===== config.mk =====
export PLATFORM = sky130hd
export DESIGN_NAME = input_debouncer
export DESIGN_NICKNAME = d
export VERILOG_FILES = /design/src/rtl/input_debouncer.sv
export SDC_FILE = /design/constraint.sdc
export NUM_CORES = 1
export LEC_CHECK = 0
export ABC_CLOCK_PERIOD_IN_PS = 1400
export CAP_MARGIN = 20
export CELL_PAD_IN_SITES_DETAIL_PLACEMENT = 0
export CELL_PAD_IN_SITES_GLOBAL_PLACEMENT = 1
export CORE_MARGIN = 2
export CORE_UTILIZATION = 39
export CTS_CLUSTER_DIAMETER = 200
export CTS_CLUSTER_SIZE = 24
export DETAILED_ROUTE_END_ITERATION = 16
export HOLD_SLACK_MARGIN = 0.06
export PLACE_DENSITY_LB_ADDON = 0.1
export SETUP_SLACK_MARGIN = 0.02
export SYNTH_ARGS = -nofsm -noshare
export SYNTH_HDL_FRONTEND = slang
export SYNTH_HIERARCHICAL = 1
export SYNTH_SLANG_ARGS = --single-unit

===== constraint.sdc =====
create_clock -name clk -period 1.4 [get_ports clk]
set_input_delay 0.28 -clock clk [delete_from_list [all_inputs] [get_ports clk]]
set_output_delay 0.28 -clock clk [all_outputs]
set_load 0.02 [all_outputs]

===== src/rtl/input_debouncer.sv =====
// ============================================================================
// input_debouncer
// ----------------------------------------------------------------------------
// Two-channel switch conditioner for the two-input gate stage (inputs a, b).
// Each channel:
//   - synchronises its raw board switch into clk with a two-flop chain,
//   - rejects contact bounce with an IDLE/CHECK FSM and a stability counter,
//   - presents a clean level plus registered one-cycle rise/fall pulses.
// The channels share only the clock and reset; busy is the OR of both
// channels' CHECK state.
//
// Parameters
//   STABLE_CYCLES  consecutive cycles the synchronised input must differ from
//                  the current output before the new level is accepted (>=1)
//
// Ports
//   clk     in   single clock, all state updates on the rising edge
//   rst_n   in   synchronous active-low reset
//   a_raw   in   raw switch a (asynchronous, may bounce)
//   b_raw   in   raw switch b (asynchronous, may bounce)
//   a_out   out  debounced level a
//   b_out   out  debounced level b
//   a_rise  out  one-cycle pulse on the edge a_out goes 0->1
//   a_fall  out  one-cycle pulse on the edge a_out goes 1->0
//   b_rise  out  one-cycle pulse on the edge b_out goes 0->1
//   b_fall  out  one-cycle pulse on the edge b_out goes 1->0
//   busy    out  high while either channel is in CHECK
// ============================================================================

// ----------------------------------------------------------------------------
// debounce_channel
// ----------------------------------------------------------------------------
// One independent channel: synchroniser, IDLE/CHECK FSM, stability counter,
// level and edge-pulse registers.
//
// Ports
//   clk, rst_n  as for the top level
//   raw         raw asynchronous switch input
//   level       debounced level
//   rise, fall  registered one-cycle edge pulses
//   busy        combinational, high while the FSM is in CHECK
// ----------------------------------------------------------------------------
module debounce_channel #(
    parameter int STABLE_CYCLES = 4
) (
    input  logic clk,
    input  logic rst_n,
    input  logic raw,
    output logic level,
    output logic rise,
    output logic fall,
    output logic busy
);

    localparam int CNT_W = $clog2(STABLE_CYCLES + 1);

    // Counter value at which the final differing cycle is being observed.
    localparam logic [CNT_W-1:0] CNT_LAST  = CNT_W'(STABLE_CYCLES - 1);
    localparam logic [CNT_W-1:0] CNT_ONE   = CNT_W'(1);
    localparam logic [CNT_W-1:0] CNT_ZERO  = '0;

    // With a single required cycle the first difference is already enough,
    // so the channel toggles straight from IDLE and never enters CHECK.
    localparam bit DIRECT_TOGGLE = (STABLE_CYCLES == 1);

    typedef enum logic {
        IDLE  = 1'b0,
        CHECK = 1'b1
    } state_t;

    logic             sync_s1;
    logic             sync_s2;
    state_t           state;
    state_t           next_state;
    logic [CNT_W-1:0] cnt;
    logic [CNT_W-1:0] next_cnt;
    logic             next_level;
    logic             next_rise;
    logic             next_fall;
    logic             differs;

    // Only the second synchroniser stage is ever looked at downstream.
    assign differs = (sync_s2 != level);

    // State, counter, synchroniser and output registers.
    always_ff @(posedge clk) begin
        if (!rst_n) begin
            sync_s1 <= 1'b0;
            sync_s2 <= 1'b0;
            state   <= IDLE;
            cnt     <= CNT_ZERO;
            level   <= 1'b0;
            rise    <= 1'b0;
            fall    <= 1'b0;
        end else begin
            sync_s1 <= raw;
            sync_s2 <= sync_s1;
            state   <= next_state;
            cnt     <= next_cnt;
            level   <= next_level;
            rise    <= next_rise;
            fall    <= next_fall;
        end
    end

    // Next-state logic. Pulses default low so they last exactly one cycle;
    // a toggle sets the matching pulse in the same edge that flips the level,
    // and since only one direction is possible per toggle, rise and fall are
    // mutually exclusive.
    always_comb begin
        next_state = state;
        next_cnt   = cnt;
        next_level = level;
        next_rise  = 1'b0;
        next_fall  = 1'b0;

        case (state)
            IDLE: begin
                next_cnt = CNT_ZERO;
                if (differs) begin
                    if (DIRECT_TOGGLE) begin
                        next_level = ~level;
                        next_rise  = ~level;
                        next_fall  = level;
                    end else begin
                        next_state = CHECK;
                        next_cnt   = CNT_ONE;
                    end
                end
            end

            CHECK: begin
                if (!differs) begin
                    // Bounce: input went back before acceptance, so the
                    // count is thrown away and the next difference restarts it.
                    next_state = IDLE;
                    next_cnt   = CNT_ZERO;
                end else if (cnt == CNT_LAST) begin
                    next_state = IDLE;
                    next_cnt   = CNT_ZERO;
                    next_level = ~level;
                    next_rise  = ~level;
                    next_fall  = level;
                end else begin
                    next_cnt = cnt + CNT_ONE;
                end
            end

            default: begin
                next_state = IDLE;
                next_cnt   = CNT_ZERO;
            end
        endcase
    end

    assign busy = (state == CHECK);

endmodule

// ----------------------------------------------------------------------------
// input_debouncer (top)
// ----------------------------------------------------------------------------
module input_debouncer #(
    parameter int STABLE_CYCLES = 4
) (
    input  logic clk,
    input  logic rst_n,
    input  logic a_raw,
    input  logic b_raw,
    output logic a_out,
    output logic b_out,
    output logic a_rise,
    output logic a_fall,
    output logic b_rise,
    output logic b_fall,
    output logic busy
);

    logic a_busy;
    logic b_busy;

    debounce_channel #(
        .STABLE_CYCLES(STABLE_CYCLES)
    ) u_chan_a (
        .clk   (clk),
        .rst_n (rst_n),
        .raw   (a_raw),
        .level (a_out),
        .rise  (a_rise),
        .fall  (a_fall),
        .busy  (a_busy)
    );

    debounce_channel #(
        .STABLE_CYCLES(STABLE_CYCLES)
    ) u_chan_b (
        .clk   (clk),
        .rst_n (rst_n),
        .raw   (b_raw),
        .level (b_out),
        .rise  (b_rise),
        .fall  (b_fall),
        .busy  (b_busy)
    );

    assign busy = a_busy | b_busy;

endmodule


## Yosys cells after proc, flatten, opt, wreduce, memory -nomap -nowiden

Cells that the tools add are included.

- Bitwise logic cells: 5
- Equality and inequality tests: 4
- Muxes and demuxes: 16
- Reductions and logical operators: 4
- Add/subtract/negate cells: 2

Operators with widths:

| operator | count |
|---|---|
| 3-bit two-way mux | 4 |
| 3-bit one-hot mux with 2 select lines | 2 |
| 1-bit two-way mux | 8 |
| 4-bit AND reduction | 2 |
| 3-bit by 1-bit adder with 3-bit output, second input constant | 2 |
| 3-bit by 2-bit == test with 1-bit output, second input constant | 2 |
| 3-bit AND reduction | 2 |
| 1-bit inverter | 4 |
| 1-bit one-hot mux with 2 select lines | 2 |
| 1-bit inequality test | 2 |
| 1-bit OR | 1 |

- Output and inout bits: 7
- Word-level logic and storage cells: 45
- Bits in registers: 18
- Input bits: 4

## Longest topological paths before layout

Gate-level depths: netlist of run 1.

- Depth after elaboration: 4
- Depth in mapped cells: 4

## Cells and area by module

Netlist of run 1, hierarchy kept.

Modules (own cells, without submodules):

| module | area an instance (µm²) | instances | cells an instance |
|---|---|---|---|
| debounce_channel | 339.1 | 2 | 30 |
| input_debouncer | 6.3 | 1 | 1 |

## Least setup slack after synthesis of run 1

OpenSTA, ideal clock, no wires.

- Path kind: reg-to-reg
- From: register u_chan_a.cnt[0]
- To: register u_chan_a.level
- Clock period less this slack: 1.129 ns
- Cell stages (with the launch flop): 5
- Arrival: 1.014 ns
- Setup slack: 0.271 ns
- Path buffers: 0
- Cell sequence: dfxtp_1 ha_1 ha_1 and3_1 o21a_1

- Cells in the longest elaborated chain, start to end: 2

RTL lines:

| item | line | text |
|---|---|---|
| from (decl) | 75 | `logic [CNT_W-1:0] cnt;` |
| from (signal assigned) | 99 | `cnt <= next_cnt;` |
| 3-bit by 2-bit == test with 1-bit output | 138 | `end else if (cnt == CNT_LAST) begin` |
| 3-bit AND reduction (no line) | -- |  |
| to (signal assigned) | 100 | `level <= next_level;` |
| to (decl) | 49 | `output logic level,` |

Every way passes these cells.
A chain may end at the register's enable or synchronous reset.

## Worst setup path in the final report of run 1

- From: register u_chan_b.state (netlist: u_chan_b/busy)
- To: output busy

- Cells in the longest elaborated chain, start to end: 1

RTL lines:

| item | line | text |
|---|---|---|
| from (decl) | 73 | `state_t state;` |
| from (signal assigned) | 98 | `state <= next_state;` |
| 1-bit OR | 206 | `assign busy = a_busy \| b_busy;` |
| to (decl) | 176 | `output logic busy` |

Every way passes these cells.

==> results by group, run 1 <==
Pwr
  • Seq pwr share: around three fifths
  • P_sw: between 0.00015 and 0.0002 W
  • Net Sw Frac: around a fifth
  • Pwr per Cell Area: just over 1000 nW/um2
  • Final Power: about 0.00088 W
  • Clock share of power: between 30% and 40%
  • VDD IR max: between 500 and 600 uV
  • Logic pwr share: about 4.3%
  • Leakage: around 0.40 nW
  • Power Internal: roughly 0.00070 W

Floorplanning
  • Core area: between 1500 and 2000 um2
  • Die Height: between 40 and 50 um
  • I/O Pins: 11
  • Initial Util: approximately 41%
  • Row cnt: 15
  • Die W: approximately 46 um
  • DIE AREA: 2110 um2

Timing
  • Pins over their slew limit: 0
  • Rel. slew slack: around 84%
  • Final setup viols: 0
  • Final period util: around 90%
  • RSZ-0062 raised after global routing: no
  • Worst Tran Pin Value: roughly 0.23 ns
  • Total negative slack: 0 ns
  • Final min period: about 1.3 ns
  • Final hold vios: 0
  • F_max: 795 MHz
  • Slack of the critical path: 0.142 ns
  • Clock skew: ~0.0055 ns

CTS
  • Hold_buf cts: 0
  • CTS tree: done
  • Post-CTS Setup Bufs: 0
  • Htree depth: 1
  • Num CTS Buffers: 3
  • Clock tree buffer depth: 2
  • Root Buffer: clkbuf_4
  • Clock Sinks: 18
  • Worst skew pair latency: between 0.2 and 0.3 ns
  • Clock transition at path regs: 0.11 ns

Critical path
  • CP Max Fanout: 2
  • R2R cell count: 4
  • Critical path, cell by cell: or2_1 -> buf_2
  • Slowest cell delay on critical path: 0.32 ns
  • CP Data Arrival Time: around 0.98 ns
  • Kind of critical path: flop to primary output
  • Startpoint Class: flop
  • Worst Path Required: 1.12 ns
  • CP delay by family, top: flip-flops
  • Crit path max-delay cell type: dfxtp_1
  • Worst flop-to-flop path startpoint: u_chan_b/cnt[0]$_SDFF_PN0_
  • Crit path from: u_chan_b/busy$_SDFF_PN0_
  • Reg-to-reg setup timing slack: around 0.17 ns
  • CP bufs+invs: 1
  • Reg-to-reg endpoint: u_chan_b/level$_SDFFE_PN0P_
  • Endpoint class of the critical path: primary output

Synthesis
  • Syn Std Cell Area: between 600 and 700 um2
  • Synth Register Bits: 18
  • Mapped Cells: 61
  • Sequential fraction of the synthesis area: 52.7%
  • Syn Area/Cell: between 10 and 15 um2
  • Syn Nets: around 70
  • Yosys warning count: 6
  • Synth cell types: 16

Finish
  • Ant diodes: 0
  • Area of the multi-input gates: ~320 um2
  • Register area: between 300 and 400 um2
  • Non-filler cells, final: 98
  • # fillers: between 150 and 200
  • Area delta synth->final: 27.8%
  • Most common cell after layout, fill and taps aside: dfxtp_1
  • Most frequent cells in the layout: 18 x dfxtp_1, 6 x dlygate4sd2_1, 6 x buf_4, 6 x and3_1, 6 x ha_1
  • Post-Layout Inst Area: a little under 900 um2
  • Share of cells above drive strength 1: between 15 and 20%
  • Fin nets: between 90 and 100

Hold path
  • Worst hold path type: flop to flop
  • Hold Path End: u_chan_a/sync_s2$_SDFF_PN0_
  • Worst Hold Depth: 1
  • Hold_sp: u_chan_a/sync_s1$_SDFF_PN0_

Global route
  • First-pass GRT wire length: about 1900 um
  • Vias in the first global route: approximately 470
  • Initial antenna violation count: 0
  • Grt total ovfl: 0
  • Pin count of the biggest net entering global routing: 13
  • Tot GR Track Use: approximately an eighth

Detailed routing
  • DRT iter0 DRCs: 15
  • DR DRC count: 0
  • Post-DRT Antenna Nets: 0
  • DR pass1 iterations: 4
  • Vias: 477
  • Vias per cell: 4.87
  • WL final: between 1000 and 1500 um
  • Post-DR wirelength/cell: roughly 11 um

Place
  • Placed Instances: 94
  • Placed inst area: about 850 um2
  • Post-place setup slack: slightly above 0.08 ns
  • # port buffers: 10
  • Final Wtd Congestion: 0.651
  • DP Wirelength: roughly 800 um

Outcome
  • Status: complete, no violations

Flow run
  • Number of max-cap violations: 0
-- cells in the mapped netlist --
cell type   n  share of area (%)
xor2_1      2                2.6
a21boi_0    2                2.2
nor3b_1     4                4.4
o21a_1      2                2.2
ha_1        6                 11
nand3_1     2                1.5
o21ai_0     2                1.5
or2_1       1               0.91
xnor2_1     2                2.6
nor4b_2     2                4.4
and2_1      4                3.7
dfxtp_1    18                 53
nand2_1     4                2.2
and3_1      6                5.5
inv_1       2                1.1
nor4_1      2                1.8
-- metrics by stage --
step	utilization [%]	hold WS, ns
floorplan	-	0.398
global placement	50.4	0.416
detailed placement	50.4	0.421
CTS	52.1	0.450
global route	51.8	0.460
finish	51.8	0.452
-- kinds of logic after synthesis --
group                    count (synthesis)  share of synthesized area (%)
AO/OA/AOI/OAI                            6                           5.85
XOR/XNOR                                 4                           5.12
adder cells (fa/ha/maj)                  6                           11.0
buffers and inverters                    2                           1.10
flip-flops                              18                           52.7
AND/OR/NAND/NOR                         25                           24.3
-- worst max path at each step --
stage,slack [ns],cells after the start,end
CTS,0.03,2,busy
global placement,0.09,4,u_chan_b/rise$_SDFF_PN0_
finish,0.14,2,busy
global route,0.09,2,busy
floorplan,0.27,4,u_chan_a/level$_SDFFE_PN0P_
detailed placement,0.08,4,u_chan_b/cnt[2]$_SDFF_PP0_
-- metal layers --
layer	global-route usage [%]	wire [um]	vias up
met2	19.4	470	8
met5	0	0	-
met3	3.57	39	2
met1	16.9	580	215
met4	8.57	15	0
li1	-	-	252
-- registers in the layout (all words and copies together), names as in the netlist --
signal            count
u_chan_a/sync_s1      1
u_chan_a/sync_s2      1
u_chan_a/cnt          3
u_chan_b/cnt          3
u_chan_b/level        1
u_chan_a/busy         1
u_chan_b/fall         1
u_chan_a/rise         1
u_chan_b/rise         1
u_chan_b/sync_s2      1
u_chan_b/busy         1
u_chan_b/sync_s1      1
u_chan_a/fall         1
u_chan_a/level        1
-- area by class of cell --
class	count	share of cell area, %
repair buffers	16	15.2
multi-input cells	41	36.2
inverters	2	0.858
flip-flops and latches	18	41.2
well taps	17	2.43
clock buffers	4	4.15
-- power groups by stage --
| stage | Combinational (W) | Clock [W] | Sequential [W] |
|---|---|---|---|
| CTS | 0.0000386 | 0.000333 | 0.000526 |
| detailed placement | 0.0000388 | 0 | 0.000538 |
| global placement | 0.0000385 | 0 | 0.000537 |
| finish | 0.0000375 | 0.000318 | 0.000526 |
| global route | 0.0000414 | 0.000351 | 0.000527 |
| floorplan | 0.0000147 | 0 | 0.000537 |
-- timing repair --
item / 4_1_cts / 5_1_grt
cloned: 0 / 0
resized for setup: 9 / 1
pin swaps: 0 / 0
endpoints found under the setup margin: 7 / 1
Note: power is estimated with default switching activity, not from simulation.
==> inputs of run 2 (changes only) <==
--- a/config.mk
+++ b/config.mk
@@ -14,8 +14,10 @@
 export CTS_CLUSTER_DIAMETER = 200
 export CTS_CLUSTER_SIZE = 24
 export DETAILED_ROUTE_END_ITERATION = 16
+export GPL_TIMING_DRIVEN = 0
 export HOLD_SLACK_MARGIN = 0.06
 export PLACE_DENSITY_LB_ADDON = 0.1
+export REMOVE_ABC_BUFFERS = 1
 export SETUP_SLACK_MARGIN = 0.02
 export SYNTH_ARGS = -nofsm -noshare
 export SYNTH_HDL_FRONTEND = slang
==> results by group, run 2 (synthesis results as in run 1) <==
Outcome
  • Status: complete, no violations

Timing
  • Clock skew: ~0.0054 ns
  • Final setup viols: 0
  • Total negative slack: 0 ns
  • Final period util: 92.6%
  • Pins over their slew limit: 0
  • Final min period: 1.30 ns
  • Rel. slew slack: between 70% and 80%
  • F_max: between 700 and 800 MHz
  • Final hold vios: 0
  • RSZ-0062 raised after global routing: no
  • Worst Tran Pin Value: between 0.3 and 0.4 ns

CTS
  • CTS tree: done
  • Root Buffer: clkbuf_4
  • Htree depth: 1
  • Num CTS Buffers: 3
  • Clock transition at path regs: 0.10 ns
  • Worst skew pair latency: about 0.28 ns
  • Clock tree buffer depth: 2
  • Clock Sinks: 18
  • Post-CTS Setup Bufs: 0

Detailed routing
  • Met2 WL post-DR: ~430 um
  • WL met1: about 560 um
  • WL final: ~1000 um
  • Top Metal Used: met4
  • Post-DR wirelength/cell: 11.5 um
  • DR pass1 iterations: 4
  • Vias: 450
  • DR DRC count: 0
  • Vias per cell: 4.95
  • DRT iter0 DRCs: 6
  • Metal3 WL: roughly 42 um
  • Post-DRT Antenna Nets: 0

Pwr
  • VDD IR max: 692 uV
  • Leakage: roughly 0.35 nW
  • Pwr per Cell Area: 987 nW/um2

Floorplanning
  • Die W: 45.9 um
  • Initial Util: 40.5%
  • Row cnt: 15
  • Die Height: approximately 46 um
  • DIE AREA: about 2100 um2
  • Core area: 1690 um2
  • I/O Pins: 11

Critical path
  • CP Max Fanout: 7
  • R2R cell count: 4
  • Endpoint class of the critical path: primary output
  • Kind of critical path: flop to primary output
  • Worst Path Required: approximately 1.1 ns
  • CP Data Arrival Time: 1.02 ns
  • Startpoint Class: flop

Place
  • Placed Instances: 88
  • Placed inst area: between 800 and 900 um2
  • Final Wtd Congestion: around 0.63
  • DP Wirelength: 755 um
  • # port buffers: 10

Global route
  • Vias in the first global route: a little over 400
  • Initial antenna violation count: 0
  • First-pass GRT wire length: 1760 um
  • Grt total ovfl: 0
  • Tot GR Track Use: between 10% and 20%
  • Pin count of the biggest net entering global routing: 15

Finish
  • Most common cell after layout, fill and taps aside: dfxtp_1
  • Non-filler cells, final: 91
  • Top flop regs: u_chan_a/cnt: 3 flops, u_chan_b/cnt: 3 flops
  • Most frequent cells in the layout: 17 x dfxtp_1, 6 x and3_1, 6 x ha_1
  • Area delta synth->final: 18.3%
  • Fin nets: 86
  • Post-Layout Inst Area: 810 um2
  • Ant diodes: 0
  • Share of cells above drive strength 1: between 10% and 20%

Flow run
  • Number of max-cap violations: 0

Hold path
  • Worst Hold Depth: 1
  • Worst hold path type: flop to flop
-- run 2: changes by cell type in the layout (fill, tap and decap cells not counted) --
cell           before  now
buf_4               6    0
dlygate4sd2_1       6    4
clkbuf_2            0    2
dfxtp_1            18   17
clkbuf_8            1    0
dfxtp_2             0    1
-- run 2: worst paths after layout --
kind	start	end	slack, ns
hold / removal	u_chan_a/sync_s1$_SDFF_PN0_	u_chan_a/sync_s2$_SDFF_PN0_	0.45
setup / recovery	u_chan_a/busy$_SDFF_PN0_	busy	0.10
hold reg to reg	u_chan_a/sync_s1$_SDFF_PN0_	u_chan_a/sync_s2$_SDFF_PN0_	0.45
setup reg to reg	u_chan_a/cnt[0]$_SDFF_PN0_	u_chan_a/level$_SDFFE_PN0P_	0.18
-- run 2: area by class of cell --
| class | instances | area, um2 |
|---|---|---|
| Clock buffer | 3 | 22.5 |
| Fill cell | 181 | 880 |
| Inverter | 2 | 7.51 |
| Multi-Input combinational cell | 41 | 317 |
| Sequential cell | 18 | 362 |
| Tap cell | 17 | 21.3 |
| Timing Repair Buffer | 10 | 80.1 |
-- run 2: power by group --
group	internal [W]	total [W]	switching, W	leakage, nW
combinational	0.0000171	0.0000294	0.0000123	0.192
sequential	0.000520	0.000527	0.00000713	0.147
clock	0.0000997	0.000242	0.000143	0.0138
-- run 2: through the flow --
step	util (%)	total power (W)	hold WS (ns)	setup slack, ns
2_1_floorplan	-	0.000552	0.398	0.271
3_3_place_gp	47.7	0.000570	0.415	-0.100
3_5_place_dp	47.7	0.000571	0.423	-0.0813
4_1_cts	48.4	0.000812	0.452	0.0271
5_1_grt	47.9	0.000835	0.465	0.0216
6_report	47.9	0.000799	0.447	0.103
-- run 2: per-layer routing --
layer  track usage, %  vias to the layer above
met5                0                        -
met4             6.86                        0
met2             15.3                        7
met3             3.57                        2
li1                 -                      238
met1             16.7                      203
-- run 2: timing repair --
action	CTS	global route
setup endpoints to repair	7	2
resized for setup	12	3
hold buffers	0	0
-- run 2: worst max-delay path, stage by stage (launching register included) --
cell	delay (ns)
dfxtp_1	0.37
or2_1	0.21
buf_2	0.15
